### src/rtl/i2c_temp_pkg.sv
// Shared types and constants for the LM75-style I2C temperature target.
// Pointer map, CONFIG bit positions and the FSM state encoding.
package i2c_temp_pkg;

  typedef enum logic [3:0] {
    IDLE,
    ADDR,
    ADDR_ACK,
    PTR,
    PTR_ACK,
    WR_DATA,
    WR_ACK,
    RD_DATA,
    RD_ACK,
    WAIT_STOP
  } state_t;

  localparam logic [1:0] PTR_TEMP   = 2'd0;
  localparam logic [1:0] PTR_CONFIG = 2'd1;
  localparam logic [1:0] PTR_THYST  = 2'd2;
  localparam logic [1:0] PTR_TOS    = 2'd3;

  localparam int CFG_SHDN = 0;
  localparam int CFG_POL  = 2;

  // Threshold registers only keep 0.5 C resolution.
  function automatic logic [15:0] thr_mask(input logic [15:0] v);
    return {v[15:7], 7'b0};
  endfunction

endpackage

### src/rtl/i2c_line_filter.sv
// SCL/SDA synchronizer, glitch filter and bus-condition detection.
// A level change is accepted after FILT_LEN equal synchronized samples.
module i2c_line_filter #(
  parameter int FILT_LEN = 3
) (
  input  logic clk,
  input  logic rst,
  input  logic scl_raw,
  input  logic sda_raw,
  output logic scl,
  output logic sda,
  output logic scl_rise,
  output logic scl_fall,
  output logic start_det,
  output logic stop_det
);

  localparam int CW = $clog2(FILT_LEN + 1);

  // Index 0 is SCL, index 1 is SDA.
  logic [1:0] s1, s2, filt, prev;
  logic [1:0][CW-1:0] cnt;

  always_ff @(posedge clk or posedge rst) begin
    if (rst) begin
      s1   <= '1;
      s2   <= '1;
      filt <= '1;
      prev <= '1;
      cnt  <= '0;
    end else begin
      s1   <= {sda_raw, scl_raw};
      s2   <= s1;
      prev <= filt;
      for (int i = 0; i < 2; i++) begin
        if (s2[i] == filt[i]) begin
          cnt[i] <= '0;
        end else if (cnt[i] == CW'(FILT_LEN - 1)) begin
          filt[i] <= s2[i];
          cnt[i]  <= '0;
        end else begin
          cnt[i] <= cnt[i] + 1'b1;
        end
      end
    end
  end

  assign scl       = filt[0];
  assign sda       = filt[1];
  assign scl_rise  = filt[0] & ~prev[0];
  assign scl_fall  = ~filt[0] & prev[0];
  assign start_det = filt[0] & prev[0] & prev[1] & ~filt[1];
  assign stop_det  = filt[0] & prev[0] & ~prev[1] & filt[1];

endmodule

### src/rtl/i2c_temp_target.sv
// LM75-style I2C temperature sensor target with comparator ALERT.
// Drives an open-drain SDA enable; registers TEMP, CONFIG, THYST, TOS.
module i2c_temp_target
  import i2c_temp_pkg::*;
#(
  parameter logic [6:0]  I2C_ADDR  = 7'h48,
  parameter int          FILT_LEN  = 3,
  parameter logic [15:0] TOS_RST   = 16'h5000,
  parameter logic [15:0] THYST_RST = 16'h4B00
) (
  input  logic       CLK,
  input  logic       RESET,
  input  logic       SCL_IN,
  input  logic       SDA_IN,
  output logic       SDA_OE,
  input  logic [8:0] TEMP_IN,
  input  logic       TEMP_VALID,
  output logic       ALERT,
  output logic       BUSY
);

  logic scl_f, sda_f, scl_rise, scl_fall, start_det, stop_det;

  i2c_line_filter #(.FILT_LEN(FILT_LEN)) u_filt (
    .clk      (CLK),
    .rst      (RESET),
    .scl_raw  (SCL_IN),
    .sda_raw  (SDA_IN),
    .scl      (scl_f),
    .sda      (sda_f),
    .scl_rise (scl_rise),
    .scl_fall (scl_fall),
    .start_det(start_det),
    .stop_det (stop_det)
  );

  state_t      state, state_d;
  logic [3:0]  bit_cnt, bit_cnt_d;
  logic [6:0]  rx, rx_d;
  logic [6:0]  tx, tx_d;
  logic        sda_oe, sda_oe_d;
  logic        busy, busy_d;
  logic        rw, rw_d;
  logic        nack, nack_d;
  logic [1:0]  ptr, ptr_d;
  logic [1:0]  byte_idx, byte_idx_d;
  logic [7:0]  wr_hold, wr_hold_d;
  logic [7:0]  lsb_hold, lsb_hold_d;
  logic [7:0]  cfg, cfg_d;
  logic [15:0] tos, tos_d;
  logic [15:0] thyst, thyst_d;
  logic [15:0] temp;
  logic [15:0] reg_val;
  logic [7:0]  byte_in, tx_byte;
  logic        ld_rd, alert_flag;

  // SDA may only change while SCL is low.
  logic drive_ok;
  assign drive_ok = scl_fall & ~scl_f;
  assign byte_in  = {rx, sda_f};

  always_comb begin
    case (ptr)
      PTR_TEMP:   reg_val = temp;
      PTR_CONFIG: reg_val = {cfg, 8'h00};
      PTR_THYST:  reg_val = thyst;
      default:    reg_val = tos;
    endcase
  end

  always_comb begin
    state_d    = state;
    bit_cnt_d  = bit_cnt;
    rx_d       = rx;
    tx_d       = tx;
    sda_oe_d   = sda_oe;
    busy_d     = busy;
    rw_d       = rw;
    nack_d     = nack;
    ptr_d      = ptr;
    byte_idx_d = byte_idx;
    wr_hold_d  = wr_hold;
    lsb_hold_d = lsb_hold;
    cfg_d      = cfg;
    tos_d      = tos;
    thyst_d    = thyst;
    ld_rd      = 1'b0;
    tx_byte    = '0;
    if (stop_det) begin
      state_d  = IDLE;
      sda_oe_d = 1'b0;
      busy_d   = 1'b0;
    end else if (start_det) begin
      state_d   = ADDR;
      bit_cnt_d = '0;
      sda_oe_d  = 1'b0;
      busy_d    = 1'b0;
    end else begin
      unique case (state)
        ADDR: if (scl_rise) begin
          rx_d      = byte_in[6:0];
          bit_cnt_d = bit_cnt + 4'd1;
          if (bit_cnt == 4'd7) begin
            bit_cnt_d = '0;
            if (byte_in[7:1] == I2C_ADDR) begin
              state_d = ADDR_ACK;
              rw_d    = byte_in[0];
              busy_d  = 1'b1;
            end else begin
              state_d = WAIT_STOP;
            end
          end
        end
        // bit_cnt 0: ACK not yet driven; 1: ACK slot in progress.
        ADDR_ACK, PTR_ACK, WR_ACK: if (drive_ok) begin
          if (bit_cnt == 4'd0) begin
            sda_oe_d  = 1'b1;
            bit_cnt_d = 4'd1;
          end else begin
            sda_oe_d  = 1'b0;
            bit_cnt_d = '0;
            if (state == ADDR_ACK && rw) begin
              state_d    = RD_DATA;
              byte_idx_d = '0;
              ld_rd      = 1'b1;
            end else if (state == ADDR_ACK) begin
              state_d = PTR;
            end else begin
              state_d = WR_DATA;
            end
          end
        end
        PTR: if (scl_rise) begin
          rx_d      = byte_in[6:0];
          bit_cnt_d = bit_cnt + 4'd1;
          if (bit_cnt == 4'd7) begin
            bit_cnt_d  = '0;
            ptr_d      = byte_in[1:0];
            byte_idx_d = '0;
            state_d    = PTR_ACK;
          end
        end
        WR_DATA: if (scl_rise) begin
          rx_d      = byte_in[6:0];
          bit_cnt_d = bit_cnt + 4'd1;
          if (bit_cnt == 4'd7) begin
            bit_cnt_d = '0;
            state_d   = WR_ACK;
            if (byte_idx != 2'd2) byte_idx_d = byte_idx + 2'd1;
            case (ptr)
              PTR_CONFIG: if (byte_idx == 2'd0) cfg_d = byte_in;
              PTR_THYST: begin
                if (byte_idx == 2'd0) wr_hold_d = byte_in;
                if (byte_idx == 2'd1) thyst_d = thr_mask({wr_hold, byte_in});
              end
              PTR_TOS: begin
                if (byte_idx == 2'd0) wr_hold_d = byte_in;
                if (byte_idx == 2'd1) tos_d = thr_mask({wr_hold, byte_in});
              end
              default: ;
            endcase
          end
        end
        RD_DATA: begin
          if (scl_rise) bit_cnt_d = bit_cnt + 4'd1;
          if (drive_ok) begin
            if (bit_cnt == 4'd8) begin
              state_d   = RD_ACK;
              sda_oe_d  = 1'b0;
              bit_cnt_d = '0;
            end else begin
              sda_oe_d = ~tx[6];
              tx_d     = {tx[5:0], 1'b0};
            end
          end
        end
        RD_ACK: begin
          if (scl_rise) begin
            nack_d    = sda_f;
            bit_cnt_d = 4'd1;
          end else if (drive_ok && bit_cnt == 4'd1) begin
            bit_cnt_d = '0;
            if (nack) begin
              state_d = WAIT_STOP;
            end else begin
              state_d    = RD_DATA;
              byte_idx_d = {1'b0, ~byte_idx[0]};
              ld_rd      = 1'b1;
            end
          end
        end
        default: ;
      endcase
      // The MSB load snapshots the LSB so both bytes are coherent.
      if (ld_rd) begin
        if (!byte_idx_d[0]) begin
          tx_byte    = reg_val[15:8];
          lsb_hold_d = reg_val[7:0];
        end else begin
          tx_byte = lsb_hold;
        end
        tx_d     = tx_byte[6:0];
        sda_oe_d = ~tx_byte[7];
      end
    end
  end

  always_ff @(posedge CLK or posedge RESET) begin
    if (RESET) begin
      state    <= IDLE;
      bit_cnt  <= '0;
      rx       <= '0;
      tx       <= '0;
      sda_oe   <= 1'b0;
      busy     <= 1'b0;
      rw       <= 1'b0;
      nack     <= 1'b0;
      ptr      <= PTR_TEMP;
      byte_idx <= '0;
      wr_hold  <= '0;
      lsb_hold <= '0;
      cfg      <= '0;
      tos      <= TOS_RST;
      thyst    <= THYST_RST;
    end else begin
      state    <= state_d;
      bit_cnt  <= bit_cnt_d;
      rx       <= rx_d;
      tx       <= tx_d;
      sda_oe   <= sda_oe_d;
      busy     <= busy_d;
      rw       <= rw_d;
      nack     <= nack_d;
      ptr      <= ptr_d;
      byte_idx <= byte_idx_d;
      wr_hold  <= wr_hold_d;
      lsb_hold <= lsb_hold_d;
      cfg      <= cfg_d;
      tos      <= tos_d;
      thyst    <= thyst_d;
    end
  end

  always_ff @(posedge CLK or posedge RESET) begin
    if (RESET) begin
      temp       <= '0;
      alert_flag <= 1'b0;
    end else begin
      if (TEMP_VALID && !cfg[CFG_SHDN]) temp <= {TEMP_IN, 7'b0};
      if ($signed(temp[15:7]) >= $signed(tos[15:7])) begin
        alert_flag <= 1'b1;
      end else if ($signed(temp[15:7]) < $signed(thyst[15:7])) begin
        alert_flag <= 1'b0;
      end
    end
  end

  assign SDA_OE = sda_oe;
  assign BUSY   = busy;
  assign ALERT  = ~(alert_flag ^ cfg[CFG_POL]);

endmodule

### config.mk
export PLATFORM = sky130hd
export DESIGN_NAME = i2c_temp_target
export DESIGN_NICKNAME = d
export VERILOG_FILES = /design/src/rtl/i2c_temp_pkg.sv /design/src/rtl/i2c_line_filter.sv /design/src/rtl/i2c_temp_target.sv
export SDC_FILE = /design/constraint.sdc
export NUM_CORES = 1
export LEC_CHECK = 0
export BUFFER_PORTS_ARGS = -buffer_cell sky130_fd_sc_hd__buf_2
export CAP_MARGIN = 20
export CORE_ASPECT_RATIO = 1.25
export CORE_MARGIN = 3
export CORE_UTILIZATION = 55
export CTS_BUF_LIST = sky130_fd_sc_hd__clkbuf_4
export CTS_CLUSTER_DIAMETER = 150
export DETAILED_ROUTE_END_ITERATION = 16
export GPL_ROUTABILITY_DRIVEN = 0
export MAX_ROUTING_LAYER = met4
export PLACE_DENSITY = 0.75
export SETUP_SLACK_MARGIN = 0.15
export SLEW_MARGIN = 20
export SYNTH_ARGS = -nofsm -noshare
export SYNTH_HDL_FRONTEND = slang
export SYNTH_SLANG_ARGS = --single-unit
### constraint.sdc
create_clock -name CLK -period 2.6 [get_ports CLK]
set_input_delay 0.26 -clock CLK [delete_from_list [all_inputs] [get_ports CLK]]
set_output_delay 0.26 -clock CLK [all_outputs]
set_load 0.1 [all_outputs]
# Word level (Yosys, flattened, before mapping)
# Cells that the tools add are included.
# word_totals
reg_bits,94
output_inout_bits,3
# classes
n_reduce_logical,39
addsub,4
n_eq_ne,42
n_mux,82
bitwise_logic,22
magnitude_cmp,2
# ops
cell,count
$mux W4,25
$ne A4 B4 Y1 const B,16
$pmux W16 S3,1
$mux W2,17
$mux W8,4
$mux W7,4
$reduce_and A7 Y1,4
$mux W1,24
$pmux W4 S6,1
$eq A4 B3 Y1 const B,5
$pmux W4 S4,1
$reduce_and A4 Y1,4
$reduce_and A5 Y1,3
$reduce_and A14 Y1,1
$not A1 Y1,13
$reduce_and A13 Y1,1
$reduce_bool A3 Y1,4
$ne A5 B5 Y1 const B,2
$reduce_bool A5 Y1,2
$ge A9 B9 Y1,1
$lt A9 B9 Y1,1
$and A1 B1 Y1,8
$eq A2 B2 Y1 const B,4
$eq A4 B1 Y1 const B,2
other kinds (27),43

# Depth between registers and ports, before layout
# Gate-level depths: netlist (run 1).
# depth
ltp_word,17
mapped_depth,9
ltp_nobuf,8

# Hierarchy
# From an unflattened synthesis (run 1), not the netlist that was laid out.
# hier_totals
cells_unflattened,438
hier_area_um2,4829.6
# modules_own_cells
module,instances,cells_per_inst,area_per_inst_um2
i2c_temp_target,1,410,4389.2
i2c_line_filter,1,28,440.4

# Worst setup path before layout (run 1)
# No wires, ideal clock.
# synth_timing
path_type,register -> register
from,register state[1]
to,register sda_oe (netlist: SDA_OE)
path_buffers,2
stages_incl_launch_ff,9
setup_ns,0.081
setup_slack_ns,0.370
arrival_ns,2.149
synth_period_minus_slack_ns,2.230
cell_sequence,dfrtp_1 buf_6 or4b_4 buf_6 o22ai_4 o2111ai_2 o21ai_4 mux2_4 o22ai_2
# synth_between
elab_chain_cells,16
elab_cells_between_ends,34
# synth_rtl
element,line_no,text
"start, declared",i2c_temp_target.sv:37,"state_t state, state_d;"
"start signal, assigned",i2c_temp_target.sv:226,state <= state_d;
$eq A4 B2 Y1,"i2c_temp_target.sv:99, i2c_temp_target.sv:122",
$logic_and A1 B1 Y1,i2c_temp_target.sv:122,if (state == ADDR_ACK && rw) begin
$mux W2,i2c_temp_target.sv:122,
$mux W2,i2c_temp_target.sv:116,if (bit_cnt == 4'd0) begin
$mux W2,i2c_temp_target.sv:115,"ADDR_ACK, PTR_ACK, WR_ACK: if (drive_ok) begin"
$pmux W2 S4,i2c_temp_target.sv:99,unique case (state)
$mux W2,i2c_temp_target.sv:93,end else if (start_det) begin
$mux W2,i2c_temp_target.sv:89,if (stop_det) begin
$mux W8,i2c_temp_target.sv:196,if (!byte_idx_d[0]) begin
$mux W8,i2c_temp_target.sv:195,if (ld_rd) begin
$mux W8,i2c_temp_target.sv:93,
$mux W8,i2c_temp_target.sv:89,
$not A1 Y1,i2c_temp_target.sv:203,sda_oe_d = ~tx_byte[7];
$mux W1,i2c_temp_target.sv:195,
$mux W1,i2c_temp_target.sv:93,
$mux W1,i2c_temp_target.sv:89,
"end signal, assigned",i2c_temp_target.sv:230,sda_oe <= sda_oe_d;
"end, declared",i2c_temp_target.sv:41,"logic sda_oe, sda_oe_d;"
# Parallel ways exist; a longest one is shown, timed or not. The select of a mux whose other input is x is not followed.
# A chain may end at the register's enable or synchronous reset.

# Final worst setup path (run 1)
# layout_timing
from,register state[1]
to,register tx[2]
# layout_between
elab_chain_cells,13
elab_cells_between_ends,30
# layout_rtl
element,line_no,text
$eq A4 B2 Y1,"i2c_temp_target.sv:99, i2c_temp_target.sv:122",
$logic_and A1 B1 Y1,i2c_temp_target.sv:122,
$mux W2,i2c_temp_target.sv:122,
$mux W2,i2c_temp_target.sv:116,
$mux W2,i2c_temp_target.sv:115,
$pmux W2 S4,i2c_temp_target.sv:99,
$mux W2,i2c_temp_target.sv:93,
$mux W2,i2c_temp_target.sv:89,
$mux W8,i2c_temp_target.sv:196,
$mux W8,i2c_temp_target.sv:195,
$mux W8,i2c_temp_target.sv:93,
$mux W8,i2c_temp_target.sv:89,
$mux W7,i2c_temp_target.sv:195,
"end signal, assigned",i2c_temp_target.sv:229,tx <= tx_d;
"end, declared",i2c_temp_target.sv:40,"logic [6:0] tx, tx_d;"
# Parallel ways exist; a longest one is shown, timed or not. The select of a mux whose other input is x is not followed.

==> impl_metrics.csv, run 1 <==
group,metric,value,unit
critical_path,rr_worst_depth,7,
critical_path,cp_cell_sequence,"or4b_4 > o22ai_4 > o2111ai_2 > o21ai_4 > buf_4 > nand3_1 > a31oi_1",
critical_path,worstReg2RegStart,"state[1]",
global_routing,grt_max_degree,68,
clock_tree,cts_tree,"done",
hold_path,hold-path-endpoint,"temp[7]",
route,route.detailed.wl_per_inst,17.62,um
hold_path,min-delay-start,"TEMP_IN[0]",
synthesis,synth_area,4732,sq um
flow_run,max-cap-violations,0,
critical_path,timing.critical_path.from_type,"register",
layout,finalNetCount,478,
synthesis,yosys_register_bits,87,
power,vdd_ir_drop_max,491.9,uV
placed_design,dp_hpwl,7060,um
power,finalPower,4.419,mW
floorplanning,die_y,109.7,um
sta,min_period,2.285,ns
critical_path,ff2ff_setup_slack,0.31,ns
sta,final-setup-viol-count,0,
sta,fmaxAchievable,437.6,MHz
clock_tree,cts_made_buffers,9,
global_routing,grt_pass1_wl,16150,um
critical_path,cell_type_of_the_slowest_stage_on_the_worst_timing_path,"sky130_fd_sc_hd__or4b_4",
global_routing,first_global_vias,3322,
synthesis,synth_async_sr_flop_share,1.000,
route,drt_drc_violations_left,0,
power,power-per-cell-area,857.4,nW/um^2
clock_tree,clk_pin_slew,0.13,ns
clock_tree,worstSkewPairLatency,0.45,ns
clock_tree,clock_path_buffers,2,
floorplanning,chipWidth,88.97,um
global_routing,global_route.usage.total,0.2267,
sta,fin_worst_skew,0.01740,ns
route,routed_via_density,6.133,
sta,setup_total_negative_slack,0,ns
floorplanning,boundaryPins,17,
sta,worstMarginPinSlew,0.7520,ns
synthesis,yosys_warnings,0,
hold_path,hold_path.class,"in -> reg",
layout,flow.area_growth_from_synthesis,8.911,%
power,power.leakage,2.294,nW
clock_tree,root_buffer,"sky130_fd_sc_hd__clkbuf_4",
clock_tree,htree_num_levels,3,
route,detail_route.iter0.violations,206,
clock_tree,cts_sinks,87,
floorplanning,initial_core_util,0.5710,
synthesis,synthDistinctLibCells,66,
synthesis,syn_avg_cell_area,11.29,sq um
critical_path,timing.critical_path.slowest_cell_delay,0.68,ns
sta,slew_hr,0.4976,
placed_design,port_buffers,16,
floorplanning,placementRows,37,
sta,timing.final.hold_violations,0,
route,drtAntennaViolNets,0,
synthesis,synth_edf_count,0,
synthesis,dominantRegCellSynth,"sky130_fd_sc_hd__dfrtp_1",
global_routing,grt_remaining_overflow,0,
synthesis,synth_cells,419,
critical_path,reg2reg_to,"tx[2]",
route,wirelength,9640,um
route,routed-via-count,3355,
clock_tree,postCtsSetupRepairBufs,0,
layout,final_layout_size_suffix_gt1_frac,0.3073,
sta,slew_viol_final,0,
critical_path,crit_required,2.96,ns
global_routing,antenna_violations_before_repair,1,
synthesis,yosysSeqAreaShare,0.4638,
critical_path,timing.critical_path.fanout_max,10,
critical_path,path_class,"reg -> reg",
sta,rsz0062_at_grt,"false",
critical_path,critical_path.endpoint_type,"register",
sta,final_min_period_over_clock_period,0.8789,
layout,filler_cell_count,642,
floorplanning,design.core.area,8287,sq um
route,drt_pass1_iterations,5,
floorplanning,die_area,9760,sq um
synthesis,synth_nets,453,
critical_path,worst_ep_arrival_time,2.65,ns
hold_path,hold-path-cell-count,3,
outcome,run_status,"complete, no violations",
-- sequential cells by signal, summed over array words and instances (netlist names), 4 cells and up --
| register | cells |
|---|---|
| bit_cnt | 4 |
| rx | 7 |
| temp | 9 |
| thyst | 9 |
| state | 4 |
| wr_hold | 8 |
| tx | 7 |
| tos | 9 |
| u_filt.cnt | 4 |
| cfg | 8 |
-- per-stage QoR --
| step | std cells | hold slack, ns | setup slack, ns | instance area, sq um | util |
|---|---|---|---|---|---|
| 2_1_floorplan | 419 | 0.2645 | 0.3696 | 4736 | - |
| 3_3_place_gp | 527 | 0.3089 | 0.4272 | 4955 | 0.5979 |
| 3_5_place_dp | 527 | 0.3162 | 0.3392 | 4955 | 0.5979 |
| 4_1_cts | 546 | 0.005552 | 0.2816 | 5141 | 0.6204 |
| 5_1_grt | 547 | 0.02942 | 0.1621 | 5154 | 0.6219 |
| 6_report | 547 | 0.02864 | 0.3150 | 5154 | 0.6219 |
-- cells by family (layout without fill, tap and decap cells) --
group | count (synthesis) | after routing | share of synthesized area
AOI/OAI and AO/OA | 83 | 83 | 0.1314
DFF | 87 | 87 | 0.4638
other | 0 | 1 | 0
muxes | 65 | 65 | 0.1742
buffers and inverters | 49 | 79 | 0.04415
adders and majority gates | 20 | 20 | 0.05288
and+or+nand+nor | 112 | 112 | 0.1280
xor gates and xnor gates | 3 | 3 | 0.005554
-- final cells by class --
cell class,instances,area (sq um),share of cell area
Antenna cell,1,2.502,0.0004856
Clock buffer,11,82.58,0.01602
Clock inverter,5,73.82,0.01432
Inverter,31,120.1,0.02331
Multi-Input combinational cell,283,2337,0.4535
Sequential cell,87,2196,0.4261
Tap cell,97,121.4,0.02355
Timing Repair Buffer,32,220.2,0.04273
-- Yosys cell counts, types with 3 or more instances --
| library cell | instances | area share |
|---|---|---|
| sky130_fd_sc_hd__mux2_2 | 55 | 0.13 |
| sky130_fd_sc_hd__inv_1 | 31 | 0.025 |
| sky130_fd_sc_hd__a211oi_1 | 4 | 0.0063 |
| sky130_fd_sc_hd__and3_1 | 3 | 0.0040 |
| sky130_fd_sc_hd__nor2_1 | 25 | 0.020 |
| sky130_fd_sc_hd__nor2b_1 | 6 | 0.0079 |
| sky130_fd_sc_hd__clkbuf_1 | 11 | 0.0087 |
| sky130_fd_sc_hd__a31oi_1 | 8 | 0.011 |
| sky130_fd_sc_hd__nand3_1 | 13 | 0.014 |
| sky130_fd_sc_hd__nand2b_1 | 10 | 0.013 |
| sky130_fd_sc_hd__nor3b_1 | 5 | 0.0079 |
| sky130_fd_sc_hd__mux4_2 | 8 | 0.038 |
| sky130_fd_sc_hd__a21oi_1 | 17 | 0.018 |
| sky130_fd_sc_hd__a21o_1 | 6 | 0.0095 |
| sky130_fd_sc_hd__a22oi_1 | 5 | 0.0079 |
| sky130_fd_sc_hd__dfstp_2 | 14 | 0.078 |
| sky130_fd_sc_hd__xnor2_1 | 3 | 0.0056 |
| sky130_fd_sc_hd__nand4b_1 | 4 | 0.0074 |
| sky130_fd_sc_hd__a22o_1 | 3 | 0.0056 |
| sky130_fd_sc_hd__dfrtp_1 | 73 | 0.39 |
| sky130_fd_sc_hd__o21ai_0 | 14 | 0.015 |
| sky130_fd_sc_hd__nor3_1 | 8 | 0.0085 |
| sky130_fd_sc_hd__nand2_1 | 22 | 0.017 |
| sky130_fd_sc_hd__ha_1 | 20 | 0.053 |
-- repair_timing --
item | in CTS | in global routing
hold buffers | 3 | 0
hold endpoints to repair | 20 | 0
setup endpoints to repair | 0 | 2
resized for setup | 0 | 2
-- worst max-delay path, delay by kind of cell (launching register included) --
family / cells / cell delay, ns
flip-flops: 1 / 0.50
AO/OA/AOI/OAI: 4 / 0.76
AND/OR/NAND/NOR: 2 / 0.76
buffers and inverters: 1 / 0.17
-- report_power, final --
group | total (mW) | internal, mW | leakage (nW) | switching (mW)
sequential | 1.96 | 1.62 | 1.11 | 0.337
clock | 0.849 | 0.406 | 0.0883 | 0.444
combinational | 1.61 | 0.715 | 1.10 | 0.892
total | 4.42 | 2.75 | 2.29 | 1.67
-- cells in the final DEF, fill, tap and decap left out, drive strengths merged, types with 3 or more instances in the layout --
master,netlist,layout
a211oi,5,5
a21o,6,6
a21oi,18,18
a22o,3,3
a22oi,5,5
a31oi,8,8
and3,3,3
buf,7,29
clkbuf,11,11
clkinv,0,3
dfrtp,73,73
dfstp,14,14
dlygate4sd3,0,3
ha,20,20
inv,31,30
mux2,56,56
mux4,8,8
nand2,22,22
nand2b,10,10
nand3,13,13
nand4b,4,4
nor2,26,26
nor2b,6,6
nor3,8,8
nor3b,5,5
o21ai,16,16
o22ai,4,4
xnor2,3,3
-- worst max-delay path by stage --
stage | start | end
floorplan | state[1] | SDA_OE
global placement | state[1] | SDA_OE
detailed placement | u_filt.filt[0] | tx[0]
CTS | u_filt.filt[0] | tx[0]
global route | state[1] | tx[2]
finish | state[1] | tx[2]
-- layer usage --
metal | up-vias | part of all wire | track usage
met3 | 23 | 0.037 | 0.02999
met1 | 1680 | 0.42 | 0.2751
met2 | 85 | 0.51 | 0.3673
met4 | 0 | 0.032 | 0.1202
met5 | - | 0 | -
li1 | 1567 | - | -
Power figures use the tool's default switching activity.
==> inputs of run 2 (changes only) <==
--- a/config.mk
+++ b/config.mk
@@ -10,7 +10,6 @@
 export CORE_ASPECT_RATIO = 1.25
 export CORE_MARGIN = 3
 export CORE_UTILIZATION = 55
-export CTS_BUF_LIST = sky130_fd_sc_hd__clkbuf_4
 export CTS_CLUSTER_DIAMETER = 150
 export DETAILED_ROUTE_END_ITERATION = 16
 export GPL_ROUTABILITY_DRIVEN = 0
==> run 2 against run 1 <==
  * Non-clock buffer count stayed put
  * Die area stayed put
  * Final cell count is 0.18% lower
  * Global-route usage hardly changed
  * Clock power is 22% higher
  * Sequential share of layout area is 0.47 points lower
  * Clock skew is 0.0031 ns lower
==> impl_metrics.csv, run 2 (synthesis gave the netlist of run 1 again) <==
group,metric,value,unit
route,drt_drc_violations_left,0,
sta,final_min_period_over_clock_period,0.8752,
critical_path,timing.critical_path.slowest_cell_delay,0.68,ns
route,route.detailed.wl_per_inst,17.90,um
floorplanning,chipWidth,88.97,um
route,detail_route.iter0.violations,193,
power,power.leakage,2.317,nW
sta,rsz0062_at_grt,"false",
route,wirelength,9771,um
sta,setup_total_negative_slack,0,ns
layout,flow.area_growth_from_synthesis,10.07,%
critical_path,critical_path.endpoint_type,"register",
critical_path,cp_cell_sequence,"or4b_4 > o22ai_4 > o2111ai_2 > o21ai_4 > buf_4 > nand3_1 > a31oi_1",
global_routing,grt_pass1_wl,16280,um
global_routing,global_route.usage.total,0.2267,
critical_path,timing.critical_path.fanout_max,10,
floorplanning,die_area,9760,sq um
power,power-per-cell-area,884.9,nW/um^2
route,drt_pass1_iterations,5,
floorplanning,die_y,109.7,um
placed_design,dpl-instance-area,4955,sq um
sta,worstMarginPinSlew,0.7497,ns
layout,largest_registers,"temp: 9 flops, thyst: 9 flops, tos: 9 flops",
global_routing,grt_remaining_overflow,0,
sta,min_period,2.276,ns
power,net-switching-power,1.705,mW
critical_path,crit_family,"simple AND/OR/NAND/NOR gates",
power,clock_power_share,0.225,
layout,antenna_cells,0,
layout,finalInstanceArea,5209,sq um
power,internal_power_of_the_cells,2.905,mW
sta,timing.final.hold_violations,0,
power,sequentialPowerShare,0.426,
clock_tree,worstSkewPairLatency,0.37,ns
critical_path,path_class,"reg -> reg",
clock_tree,cts_sinks,87,
global_routing,first_global_vias,3337,
sta,final-setup-viol-count,0,
placed_design,port_buffers,16,
clock_tree,cts_made_buffers,9,
sta,fin_worst_skew,0.01428,ns
power,vdd_ir_drop_max,539.5,uV
sta,slew_viol_final,0,
layout,mostFrequentLayoutCell,"sky130_fd_sc_hd__dfrtp_1",
critical_path,crit_buf_inv,1,
global_routing,grt_max_degree,68,
clock_tree,clock_path_buffers,2,
clock_tree,postCtsSetupRepairBufs,0,
layout,final_layout_size_suffix_gt1_frac,0.3029,
layout,layout.cells.most_common_list,"sky130_fd_sc_hd__dfrtp_1 (73), sky130_fd_sc_hd__mux2_2 (55), sky130_fd_sc_hd__inv_1 (30), sky130_fd_sc_hd__nor2_1 (25), sky130_fd_sc_hd__nand2_1 (22)",
floorplanning,design.core.area,8287,sq um
route,drtAntennaViolNets,0,
layout,finalNetCount,478,
global_routing,antenna_violations_before_repair,0,
floorplanning,placementRows,37,
route,routed_via_density,6.075,
clock_tree,root_buffer,"sky130_fd_sc_hd__clkbuf_8",
flow_run,max-cap-violations,0,
sta,fmaxAchievable,439.5,MHz
outcome,run_status,"complete, no violations",
placed_design,dp_hpwl,7060,um
clock_tree,cts_tree,"done",
power,power.share.combinational,0.349,
power,netSwitchingFraction,0.3698,
hold_path,hold_path.class,"in -> reg",
critical_path,cell_type_of_the_slowest_stage_on_the_worst_timing_path,"sky130_fd_sc_hd__or4b_4",
floorplanning,initial_core_util,0.5710,
critical_path,worst_ep_arrival_time,2.55,ns
critical_path,crit_required,2.88,ns
sta,slew_hr,0.4992,
floorplanning,boundaryPins,17,
critical_path,timing.critical_path.from_type,"register",
clock_tree,htree_num_levels,3,
clock_tree,clk_pin_slew,0.09,ns
route,routed-via-count,3317,
==> run 2: final timing paths <==
path | start | cells past startpoint | end | slack [ns]
worst min register to register | u_filt.s1[0] | 0 | u_filt.s2[0] | 0.36
max in group asynchronous | RESET | 4 | u_filt.s1[0] | 1.40
worst max register to register | state[1] | 7 | tx[2] | 0.32
worst min-delay path | TEMP_IN[0] | 3 | temp[7] | 0.11
min in group asynchronous | RESET | 3 | temp[8] | 0.47
worst max-delay path | state[1] | 7 | tx[2] | 0.32
==> run 2: final cells by class <==
cell class	count	area (sq um)
multi-input cells	283	2337
clock inverters	4	70.07
flip-flops and latches	87	2195
well taps	97	121.4
fillers	639	3078
repair buffers	32	220.2
clock buffers	12	145.1
inverters	31	120.1
==> run 2: metrics by stage <==
step           hold slack [ns]  worst slack [ns]  cells  utilization  power [mW]
3_3_place_gp            0.3089            0.4272    527       0.5979       3.494
2_1_floorplan           0.2645            0.3696    419            -       3.190
3_5_place_dp            0.3162            0.3392    527       0.5979       3.560
6_report                0.1138            0.3245    546       0.6286       4.609
5_1_grt                 0.1225            0.1708    546       0.6286       4.884
4_1_cts                0.09247            0.2834    546       0.6275       4.609
==> run 2: worst register-to-register path, cell delays in order, from the launching register on <==
cell                        delay, ns
sky130_fd_sc_hd__dfrtp_1         0.49
sky130_fd_sc_hd__or4b_4          0.68
sky130_fd_sc_hd__o22ai_4         0.20
sky130_fd_sc_hd__o2111ai_2       0.19
sky130_fd_sc_hd__o21ai_4         0.18
sky130_fd_sc_hd__buf_4           0.17
sky130_fd_sc_hd__nand3_1         0.08
sky130_fd_sc_hd__a31oi_1         0.19
==> run 2: power by group through the flow <==
stage	Combinational (mW)	Clock, mW	Sequential [mW]
CTS	1.59	1.06	1.96
global route	1.77	1.10	2.01
detailed placement	1.58	0	1.98
finish	1.61	1.04	1.97
floorplan	1.37	0	1.82
global placement	1.53	0	1.96
==> run 2: metal layers <==
metal  vias up  wire [um]  global-route usage
li1       1567          -                   -
met1      1651       4201              0.2763
met2        80       5023              0.3769
met3        19        345             0.03823
met4         0        201             0.08617
met5         -          0                   -
==> run 2: repair_timing <==
action / 4_1_cts / 5_1_grt
gates resized for setup: 0 / 1
endpoints found under the setup margin: 0 / 1
hold endpoints to repair: 20 / 0
hold buffers: 3 / 0
==> inputs of run 3 (changes only) <==
--- a/config.mk
+++ b/config.mk
@@ -5,10 +5,10 @@
 export SDC_FILE = /design/constraint.sdc
 export NUM_CORES = 1
 export LEC_CHECK = 0
+export ABC_AREA = 1
 export BUFFER_PORTS_ARGS = -buffer_cell sky130_fd_sc_hd__buf_2
 export CAP_MARGIN = 20
 export CORE_ASPECT_RATIO = 1.25
-export CORE_MARGIN = 3
 export CORE_UTILIZATION = 55
 export CTS_CLUSTER_DIAMETER = 150
 export DETAILED_ROUTE_END_ITERATION = 16
==> run 3 against run 2 <==
  * The run now ends with negative hold slack left
  * Largest power group unchanged
  * Clock skew shrank 0.0046 ns
  * Sequential share of layout area rose by 0.71 points
  * First-iteration DRC count grew 45%
  * Fmax grew 5.7%
  * Critical path depth up 2
  * Final cell count increased by 30%
  * Largest cell class unchanged
  * Clock power fell by 18%
  * Non-clock buffer count shrank 13
  * Setup slack improved by 0.12 ns
  * Sequential cell count is the same
  * Area after synthesis grew 0.69%
  * Synthesized cell count rose by 40%
==> impl_metrics.csv, run 3 <==
group,metric,value,unit
route,drtAntennaViolNets,0,
placed_design,port_buffers,16,
layout,mostFrequentLayoutCell,"sky130_fd_sc_hd__nand2_1",
route,route.detailed.wl_per_inst,14.36,um
synthesis,syn_avg_cell_area,8.117,sq um
clock_tree,root_buffer,"sky130_fd_sc_hd__clkbuf_8",
route,drt_pass1_iterations,5,
sta,final-setup-viol-count,0,
global_routing,grt_remaining_overflow,0,
clock_tree,cts_resized,0,
clock_tree,worstSkewPairLatency,0.37,ns
sta,rsz0062_at_grt,"false",
floorplanning,placementRows,37,
route,drt-met1-wl,4634,um
route,wl_met2,4760,um
sta,worstMarginPinSlew,0.6267,ns
flow_run,max-cap-violations,0,
floorplanning,chipWidth,85.25,um
layout,final-seq-area,2195,sq um
layout,footprint_of_the_multi_input_gates,2218,sq um
synthesis,yosysSeqAreaShare,0.4606,
sta,fin_ws,0.4471,ns
layout,finalNetCount,642,
sta,fmaxAchievable,464.5,MHz
critical_path,crit_start,"u_filt.filt[1]",
synthesis,yosysTopAreaCellShare,0.3834,
layout,filler_cell_count,739,
global_routing,grt_max_degree,88,
sta,min_period,2.153,ns
route,topRoutingLayerUsed,"met4",
critical_path,crit_required,2.86,ns
sta,setup_total_negative_slack,0,ns
synthesis,synth_async_sr_flop_share,1.000,
clock_tree,htree_num_levels,3,
clock_tree,cts_tree,"done",
global_routing,grt_pass1_wl,17440,um
synthesis,synth.area.top_cells,"sky130_fd_sc_hd__dfrtp_1 (38%), sky130_fd_sc_hd__nand2_1 (11%), sky130_fd_sc_hd__o21ai_0 (8.0%), sky130_fd_sc_hd__dfstp_2 (7.7%), sky130_fd_sc_hd__inv_1 (5.8%)",
layout,largest_registers,"temp: 9 flops, thyst: 9 flops, tos: 9 flops",
critical_path,critical_path.endpoint_type,"register",
critical_path,worstReg2RegStart,"u_filt.filt[1]",
route,drt_drc_violations_left,0,
global_routing,first_global_vias,3796,
synthesis,synth_cells,587,
sta,fin_hold_ws,-0.01081,ns
power,power.leakage,2.366,nW
floorplanning,boundaryPins,17,
synthesis,dominantRegCellSynth,"sky130_fd_sc_hd__dfrtp_1",
critical_path,rr_worst_depth,9,
power,vdd_ir_drop_max,574.2,uV
global_routing,antenna_violations_before_repair,0,
layout,antenna_cells,0,
sta,slew_hr,0.5807,
synthesis,synth.top_cells.by_count,"sky130_fd_sc_hd__nand2_1 (144), sky130_fd_sc_hd__o21ai_0 (76), sky130_fd_sc_hd__dfrtp_1 (73), sky130_fd_sc_hd__inv_1 (73), sky130_fd_sc_hd__nor2_1 (42)",
synthesis,most_common_cell_in_the_netlist,"sky130_fd_sc_hd__nand2_1",
layout,flow.area_growth_from_synthesis,7.510,%
placed_design,dp_hpwl,7593,um
synthesis,yosysTopAreaCell,"sky130_fd_sc_hd__dfrtp_1",
synthesis,synth_edf_count,0,
sta,timing.final.hold_violations,8,
clock_tree,cts_made_buffers,9,
critical_path,worst_ep_arrival_time,2.42,ns
clock_tree,clk_pin_slew,0.09,ns
layout,final_layout_size_suffix_gt1_frac,0.1419,
sta,slew_viol_final,0,
sta,final_min_period_over_clock_period,0.8280,
synthesis,synth_nets,621,
outcome,run_status,"finished, violations left",
route,met3RoutedLength,419,um
global_routing,global_route.usage.total,0.2535,
clock_tree,cts_sinks,87,
layout,layout.cells.most_common_list,"sky130_fd_sc_hd__nand2_1 (144), sky130_fd_sc_hd__o21ai_0 (76), sky130_fd_sc_hd__dfrtp_1 (73), sky130_fd_sc_hd__inv_1 (72), sky130_fd_sc_hd__nor2_1 (42)",
critical_path,timing.critical_path.fanout_max,8,
synthesis,yosys_warnings,0,
floorplanning,die_area,9042,sq um
route,routed-via-count,3942,
synthesis,synthDistinctLibCells,38,
placed_design,place_worst_setup_slack,0.4507,ns
power,power-per-cell-area,843.8,nW/um^2
hold_path,hold_path.class,"in -> async",
critical_path,path_class,"reg -> reg",
synthesis,yosys_register_bits,87,
critical_path,timing.critical_path.from_type,"register",
route,detail_route.iter0.violations,279,
floorplanning,initial_core_util,0.5718,
outcome,violations,"negative hold slack",
route,routed_via_density,5.552,
sta,fin_worst_skew,0.009696,ns
clock_tree,clock_path_buffers,2,
synthesis,synth_area,4765,sq um
route,wirelength,10200,um
floorplanning,design.core.area,8333,sq um
floorplanning,die_y,106.1,um
## run 3: cell count changes in the layout (fill, tap and decap cells not counted), moves of 7 or more
| cell | before | now |
|---|---|---|
| sky130_fd_sc_hd__nor2_1 | 25 | 42 |
| sky130_fd_sc_hd__nand2b_1 | 10 | 0 |
| sky130_fd_sc_hd__buf_4 | 12 | 0 |
| sky130_fd_sc_hd__nand2_1 | 22 | 144 |
| sky130_fd_sc_hd__o21ai_0 | 14 | 76 |
| sky130_fd_sc_hd__a31oi_1 | 8 | 1 |
| sky130_fd_sc_hd__a21oi_1 | 17 | 27 |
| sky130_fd_sc_hd__mux4_2 | 8 | 0 |
| sky130_fd_sc_hd__nand3_1 | 13 | 31 |
| sky130_fd_sc_hd__inv_1 | 30 | 72 |
| sky130_fd_sc_hd__mux2_2 | 55 | 8 |
## run 3: final cells by class
type,instances,area share
Multi-Input combinational cell,412,0.4331
Sequential cell,87,0.4284
Inverter,79,0.05862
Clock buffer,13,0.02907
Tap cell,97,0.02369
Timing Repair Buffer,19,0.02345
Clock inverter,3,0.003664
## run 3: through the flow
| stage | total power, mW | utilization | area (sq um) | hold WS (ns) | std cells |
|---|---|---|---|---|---|
| 6_report | 4.322 | 0.6147 | 5122 | -0.01081 | 710 |
| 5_1_grt | 4.643 | 0.6147 | 5122 | 0.03356 | 710 |
| 4_1_cts | 4.325 | 0.6147 | 5122 | 0.02941 | 710 |
| 3_5_place_dp | 3.477 | 0.5922 | 4935 | 0.3479 | 692 |
| 3_3_place_gp | 3.427 | 0.5922 | 4935 | 0.3465 | 692 |
| 2_1_floorplan | 3.118 | - | 4768 | 0.2645 | 587 |
## run 3: worst paths after layout
kind | end | slack [ns]
min in group CLK | temp[12] | 0.12
min reg2reg | u_filt.s2[1] | 0.36
max reg2reg | byte_idx[1] | 0.45
min | tx[5] | -0.01
max | byte_idx[1] | 0.45
max in group asynchronous | u_filt.s2[0] | 2.19
## run 3: critical path, cell delays in order, from the launching register on
cell and delay, ns:
sky130_fd_sc_hd__dfstp_2 0.60, sky130_fd_sc_hd__inv_1 0.14, sky130_fd_sc_hd__nand3_1 0.37, sky130_fd_sc_hd__nand2_1 0.15, sky130_fd_sc_hd__inv_1 0.25, sky130_fd_sc_hd__nand4_1 0.14, sky130_fd_sc_hd__nor2_1 0.14, sky130_fd_sc_hd__nand3_1 0.09
sky130_fd_sc_hd__a21oi_1 0.12, sky130_fd_sc_hd__nor2_1 0.05
## run 3: metal layers
| metal | up-vias | global-route usage |
|---|---|---|
| li1 | 1960 | - |
| met1 | 1857 | 0.3142 |
| met2 | 101 | 0.3917 |
| met3 | 24 | 0.05823 |
| met4 | 0 | 0.1262 |
| met5 | - | - |
## run 3: logic make-up after synthesis
kind of cell	after synthesis	synth area share
and+or+nand+nor	257	0.2426
buffers and inverters	88	0.07379
AOI/OAI and AO/OA	121	0.1402
DFF	87	0.4606
xor gates and xnor gates	5	0.009191
muxes	9	0.02101
adders and majority gates	20	0.05252
## run 3: repair_timing
| action | CTS | global route |
|---|---|---|
| hold buffers | 2 | 0 |
| endpoints found under the setup margin | 0 | 0 |
| buffers inserted | 0 | 0 |
| endpoints found under the hold margin | 2 | 0 |
## run 3: where the power goes
group	internal [mW]	switching [mW]
combinational	0.524	1.08
sequential	1.61	0.256
clock	0.373	0.475
